`src/rtl/case_convert_stream.sv`:
```
// ----------------------------------------------------------------------------
// case_convert_stream
//   Streaming ASCII case converter. LANES bytes per beat, one output register
//   stage, mode latched per packet, plus conversion and packet statistics.
//
// Ports
//   clk, rst          clock, synchronous active-high reset
//   mode              00 pass, 01 upper, 10 lower, 11 toggle case
//   stat_clr          synchronous clear of conv_count and pkt_count
//   s_valid/s_ready   input handshake
//   s_data/s_keep     input bytes (lane 0 = bits [7:0]) and per-lane valid
//   s_last            final beat of packet
//   m_valid/m_ready   output handshake
//   m_data/m_keep     converted bytes (keep=0 lanes are 0x00), keep copy
//   m_last            last copy
//   conv_count        bytes changed by conversion (saturating)
//   pkt_count         packets accepted (wrapping)
//   fsm_state         debug view of the packet FSM (0 = IDLE, 1 = IN_PKT)
// ----------------------------------------------------------------------------
module case_convert_stream #(
   parameter int LANES = 4,
   parameter int CNT_W = 16
) (
   input  logic                 clk,
   input  logic                 rst,
   input  logic [1:0]           mode,
   input  logic                 stat_clr,
   input  logic                 s_valid,
   output logic                 s_ready,
   input  logic [8*LANES-1:0]   s_data,
   input  logic [LANES-1:0]     s_keep,
   input  logic                 s_last,
   output logic                 m_valid,
   input  logic                 m_ready,
   output logic [8*LANES-1:0]   m_data,
   output logic [LANES-1:0]     m_keep,
   output logic                 m_last,
   output logic [CNT_W-1:0]     conv_count,
   output logic [CNT_W-1:0]     pkt_count,
   output logic                 fsm_state
);

   localparam int PW = $clog2(LANES + 1);

   typedef enum logic {IDLE = 1'b0, IN_PKT = 1'b1} state_t;

   state_t             state;
   logic [1:0]         mode_q;
   logic [1:0]         eff_mode;
   logic               accept;
   logic [8*LANES-1:0] conv_data;
   logic [LANES-1:0]   changed;
   logic [PW-1:0]      n_changed;
   logic [CNT_W:0]     conv_sum;
   logic [CNT_W-1:0]   conv_next;
   logic [7:0]         b;
   logic [7:0]         nb;
   logic               is_lo;
   logic               is_up;

   // Handshake: a beat transfers on any rising edge where valid & ready are
   // both high. The source may not withdraw a beat once valid is raised; the
   // output register refills whenever it is empty or being drained this cycle.
   assign s_ready   = !m_valid || m_ready;
   assign accept    = s_valid && s_ready;
   assign fsm_state = (state == IN_PKT);

   // The first beat of a packet uses the live mode; later beats use the latch.
   assign eff_mode = (state == IDLE) ? mode : mode_q;

   always_comb begin
      conv_data = '0;
      changed   = '0;
      b         = '0;
      nb        = '0;
      is_lo     = 1'b0;
      is_up     = 1'b0;
      for (int i = 0; i < LANES; i++) begin
         b     = s_data[8*i +: 8];
         is_lo = (b >= 8'h61) && (b <= 8'h7A);
         is_up = (b >= 8'h41) && (b <= 8'h5A);
         nb    = b;
         case (eff_mode)
            2'b01:   if (is_lo) nb = b & 8'hDF;
            2'b10:   if (is_up) nb = b | 8'h20;
            2'b11:   if (is_lo || is_up) nb = b ^ 8'h20;
            default: nb = b;
         endcase
         // Dropped lanes read as zero and never count as changed.
         if (s_keep[i]) begin
            conv_data[8*i +: 8] = nb;
            changed[i]          = (nb != b);
         end
      end
   end

   always_comb begin
      n_changed = '0;
      for (int i = 0; i < LANES; i++)
         n_changed = n_changed + PW'(changed[i]);
   end

   // One spare bit catches overflow so the counter can clamp at all-ones.
   assign conv_sum  = {1'b0, conv_count} + (CNT_W + 1)'(n_changed);
   assign conv_next = conv_sum[CNT_W] ? '1 : conv_sum[CNT_W-1:0];

   always_ff @(posedge clk) begin
      if (rst) begin
         state      <= IDLE;
         mode_q     <= 2'b00;
         m_valid    <= 1'b0;
         m_data     <= '0;
         m_keep     <= '0;
         m_last     <= 1'b0;
         conv_count <= '0;
         pkt_count  <= '0;
      end else begin
         // Output register: refill on accept, empty on drain with no refill,
         // hold otherwise.
         if (s_ready) begin
            m_valid <= s_valid;
            if (s_valid) begin
               m_data <= conv_data;
               m_keep <= s_keep;
               m_last <= s_last;
            end
         end

         if (accept) begin
            case (state)
               IDLE: begin
                  mode_q <= mode;
                  if (!s_last) state <= IN_PKT;
               end
               IN_PKT: begin
                  if (s_last) state <= IDLE;
               end
               default: state <= IDLE;
            endcase
         end

         // Clear takes priority and discards the same-cycle increment.
         if (stat_clr) begin
            conv_count <= '0;
            pkt_count  <= '0;
         end else if (accept) begin
            conv_count <= conv_next;
            if (s_last) pkt_count <= pkt_count + CNT_W'(1);
         end
      end
   end

endmodule

```
`config.mk`:
```
export PLATFORM = sky130hd
export DESIGN_NAME = case_convert_stream
export DESIGN_NICKNAME = d
export VERILOG_FILES = /design/src/rtl/case_convert_stream.sv
export SDC_FILE = /design/constraint.sdc
export NUM_CORES = 1
export LEC_CHECK = 0
export BUFFER_PORTS_ARGS = -buffer_cell sky130_fd_sc_hd__buf_2
export CAP_MARGIN = 20
export CORE_UTILIZATION = 50
export DETAILED_ROUTE_END_ITERATION = 6
export GPL_ROUTABILITY_DRIVEN = 0
export PLACE_DENSITY = 0.8
export SLEW_MARGIN = 20
export SYNTH_ARGS = -nofsm -noshare
export SYNTH_HDL_FRONTEND = slang
export SYNTH_SLANG_ARGS = --single-unit
```
`constraint.sdc`:
```
create_clock -name clk -period 4.3 [get_ports clk]
set_input_delay 0.86 -clock clk [delete_from_list [all_inputs] [get_ports clk]]
set_output_delay 0.86 -clock clk [all_outputs]
set_load 0.005 [all_outputs]
```
== After elaboration in Yosys (flattened, before gate mapping) ==
Cells that the tools add are included.
Operators by class
  add/subtract/negate cells: 5
  bitwise operators: 4
  reductions and logical operators: 18
  mux-type cells: 27
  eq/ne operators: 7
  order comparisons: 16
Operators with widths (count)
  two-way mux 6 bit: 12
  case mux 6 bit (3 select lines): 4
  greater-or-equal comparator 8 x 7 -> 1 bit, second input constant: 8
  less-or-equal comparator 8 x 7 -> 1 bit, second input constant: 8
  two-way mux 8 bit: 4
  != test 8 bit: 4
  adder 16 x 3 -> 17 bit: 1
  adder 16 x 1 -> 16 bit, second input constant: 1
  two-way mux 16 bit: 1
  logical AND 1 bit: 9
  logical OR 1 bit: 5
  two-way mux 1 bit: 5
  == test 2 bit, second input constant: 2
  NOT 1 bit: 4
  AND reduction 2 bit: 2
  adder 2 x 1 -> 3 bit: 1
  adder 3 x 1 -> 3 bit: 1
  adder 1 x 1 -> 2 bit: 1
  == test 2 x 1 -> 1 bit, second input constant: 1
  two-way mux 2 bit: 1
  OR reduction 2 bit: 1
  zero test 1 bit: 1
Word-level totals
  logic and storage cells: 85
  output and inout port bits: 72
  flip-flop bits (word level): 73
  input port bits: 44

== Longest topological paths before layout ==
  depth in word-level cells: 12
  gate-level depth with buffers: 12
  gate-level depth less buffers: 12

== Worst setup path before layout ==
No wires, ideal clock.
  path kind: input port to flip-flop
  start: input s_data[2]
  end: register conv_count[10]
  buffers on the path: 0
  required time: 4.167 ns
  library setup time: 0.133 ns
  stages on the path: 12
  setup slack: 0.482 ns
  arrival: 3.685 ns
  cell sequence: or4_1 o21ai_0 nor4_1 o211ai_1 fa_1 inv_1 fa_1 fa_1 nand4_1 nor3_2 nor4bb_1 nor3_1
On the way
  longest elaborated chain between the ends: 12
  elaborated cells on any way between the ends: 18
  classes of those cells: add/sub: 4; order compare: 4; eq/ne: 1; mux: 6; reduce/logical: 3
Ends and longest elaborated chain
  start: declaration: line 30  | input logic [8*LANES-1:0] s_data,
  greater-or-equal comparator 8 x 7 -> 1 bit (tied with other cells): line 80  | is_lo = (b >= 8'h61) && (b <= 8'h7A);
  logical AND 1 bit (on tied branches): line 80, 81
  logical OR 1 bit: line 86  | 2'b11: if (is_lo || is_up) nb = b ^ 8'h20;
  two-way mux 6 bit: line 86
  case mux 6 bit (3 select lines): line 83  | case (eff_mode)
  != test 8 bit (*): line 92  | changed[i] = (nb != b);
  two-way mux 1 bit (*): line 90  | if (s_keep[i]) begin
  adder 1 x 1 -> 2 bit (*): line 100  | n_changed = n_changed + PW'(changed[i]);
  adder 2 x 1 -> 3 bit (*): line 100
  adder 3 x 1 -> 3 bit (*): line 100
  adder 16 x 3 -> 17 bit (*): line 104  | assign conv_sum = {1'b0, conv_count} + (CNT_W + 1)'(n_changed);
  two-way mux 16 bit (*): line 105  | assign conv_next = conv_sum[CNT_W] ? '1 : conv_sum[CNT_W-1:0];
  end signal: assignment: line 147  | conv_count <= conv_next;
  end: declaration: line 38  | output logic [CNT_W-1:0] conv_count,
Mark *: on every way between the ends. The rest lies on a longest branch, timed or not.
A chain may end at the register's enable or synchronous reset.

== Worst setup path after layout ==
  start: input s_data[2]
  end: register conv_count[0]
Same word-level chain as after synthesis.

==> flow_summary.toml <==
[clock_network]
htreeDepth = 3
insertion_delay_ns = 0.33
clock_sinks = 73
postCtsSetupBuffers = 0
root_buffer = "clkbuf_8"
clock_path_buffers = 2
cts-resized-gates = 0
clk_pin_slew_worst_paths_ns = 0.07
cts_buffers = 9
cts_tree = "done"
ctsHoldBuffers = 0

[synth]
synth_ff_type = "dfxtp_1"
yosys_warnings = 0
synth_area_leader_cell = "dfxtp_1"
synth.distinct_cells = 45
synthCells = 416
ys_top_cells_by_area = "dfxtp_1 44%, a21oi_1 9.0%, nand2_1 7.7%"
ys_seq_area_share_pct = 43.6
synthesis.area_mm2 = 0.00335
syn_avg_cell_area_um2 = 8.05
synthArstFlopShare_pct = 0
synth_edf_count = 0
synth_top_area_share_pct = 43.6
ys_ff_latch = 73
synthesis.nets = 465

[hold_path]
hold-path-endpoint = "m_data[26]$_SDFFE_PP0P_"
min_path_type = "flop to flop"
whs_path_depth = 2
hold_path.startpoint = "m_data[26]$_SDFFE_PP0P_"

[route]
vias = 3295
drtIter0Drc = 165
vias_per_cell = 5.45
detail_route.wl_per_cell_um = 13.3
ant_nets = 0
drc_errors = 19
drt_wl_total_mm = 8.06
drtPass1Iterations = 7

[final_layout]
layout_commonest_cell = "buf_2"
regArea_mm2 = 0.00146
final_core_util_pct = 64.5
antenna_cells = 0
nNetsFinal = 572
num-fill-cells = 589
syn_to_final_growth_pct = 23.8
multi_input_area_mm2 = 0.00176
layout_common_cells = "115 x buf_2, 73 x dfxtp_1, 69 x nand2_1"
drive_above_1_share_pct = 26.5

[place]
dp_hpwl_mm = 5.75
portBuffers = 115
place_ws_ns = 0.125

[setup_path]
rr_startpoint = "fsm_state$_SDFFE_PP0P_"
worst-r2r-setup-slack_ns = 0.56
startpoint_type = "primary input"
r2r.worst_path.cells = 12
worstSetupEndpointType = "flop"
worstSetupPathType = "primary input to flop"
worstPathMaxFanout = 10
arrival_ns = 4.03
critPathRequiredTime_ns = 4.49
r2r_end = "conv_count[0]$_SDFFE_PP0P_"

[power]
ir_drop_mv = 0.251
p_leak_nw = 1.77
powerDensity_mw_per_mm2 = 329
total_power_mw = 1.36

[timing]
timing_hold_violations_final = 0
fin_crit_sh_pct = 89.2
worst_pin_slew_ns = 0.952
timing.slew.headroom_pct = 36.4
worst_slack_ns = 0.464
fin_crit_ns = 3.84
slew_violations = 0
rsz0062_at_grt = "no"
setup_tns_ns = 0
fmaxAchievable_mhz = 261
skew_ns = 0.00758
setup_violations = 0

[floorplanning]
fp.coreArea_mm2 = 0.00642
num_rows = 29
die_area_mm2 = 0.00703
die_x_um = 83.8
fp.dieH_um = 83.8
pin_count = 116
initial_core_util_pct = 52.1

[global_routing]
gr-total-overflow = 0
grt_pass1_vias = 3041
grt_first_pass_wirelength_mm = 13.6
grt_max_degree = 44
grt_use_total_pct = 23.7
grt_antenna_before_repair = 0

[outcome]
violations = "DRC"
status = "complete, but fails checks"

[run]
cap_violations = 0
report_power, final:
group,leakage (nW),switching [mW],internal [mW]
registers,0.593,0.0111,0.694
logic,1.08,0.0859,0.0554
clock network,0.0974,0.233,0.283
final cells by class:
class	count	area share, %
multi-input combinational	310	42.4
sequential	73	35.3
timing repair buffer	118	14.4
clock buffer	13	3.59
tap	77	2.32
inverter	11	0.996
clock inverter	3	0.966
how the worst max path moves through the flow:
stage / start / slack, ns / end
6_report: s_data[2] / 0.46 / conv_count[0]$_SDFFE_PP0P_
5_1_grt: s_data[2] / 0.22 / conv_count[14]$_SDFFE_PP0P_
4_1_cts: mode[0] / 0.45 / conv_count[0]$_SDFFE_PP0P_
3_5_place_dp: mode[0] / 0.12 / conv_count[0]$_SDFFE_PP0P_
3_3_place_gp: mode[0] / 0.24 / conv_count[0]$_SDFFE_PP0P_
2_1_floorplan: s_data[2] / 0.48 / conv_count[10]$_SDFFE_PP0P_
critical path, cell delays in order:
cell      delay [ns]
buf_2           0.11
or4_1           0.50
o21ai_0         0.36
nor4_1          0.10
o211ai_1        0.25
fa_1            0.20
inv_1           0.06
fa_1            0.46
fa_1            0.43
nand4_1         0.18
nor3_2          0.07
buf_4           0.16
nand2_2         0.17
a31oi_1         0.11
cells by family after synthesis:
logic type,synth area share [%]
AND/OR/NAND/NOR,28.2
AO/OA/AOI/OAI,15.6
flip-flops,43.6
buffers and inverters,3.85
XOR/XNOR,5.23
adder cells (fa/ha/maj),2.54
multiplexers,0.897
cell usage after synthesis, drive strengths merged (2+ instances only):
cell type	count
clkbuf	17
o31ai	2
or4	9
buf	5
ha	2
and3	4
dfxtp	73
or3	2
a32oi	2
o21ai	9
a21o	5
nand4	8
nand2	70
and4	2
inv	11
nor4	8
nor3	10
nand3	36
xor2	5
mux2i	3
o41ai	2
a31oi	6
a21oi	60
nor2	27
nand2b	6
o211ai	2
nor2b	4
xnor2	15
fa	3
a211oi	2
per-layer routing:
metal	track usage, %	vias up	part of all wire, %
met1	29.6	1519	46
met3	6.82	2	5.5
met5	0	-	0
li1	-	1678	-
met4	5.96	0	0.36
met2	40.2	96	48
registers in the layout (all words and copies together), names as in the netlist:
register and flops:
mode_q 2, m_last 1, pkt_count 16, m_keep 4
m_data 32, fsm_state 1, conv_count 16, m_valid 1
per-stage QoR:
stage                     instances  hold WS, ns  instance area (um2)
after global routing            605        0.475                 4140
after detailed placement        589        0.441                 3960
after CTS                       605        0.451                 4140
after global placement          589        0.435                 3960
after floorplan                 416        0.448                 3350
final                           605        0.447                 4140
No activity file was read; power rests on OpenSTA's default activity.
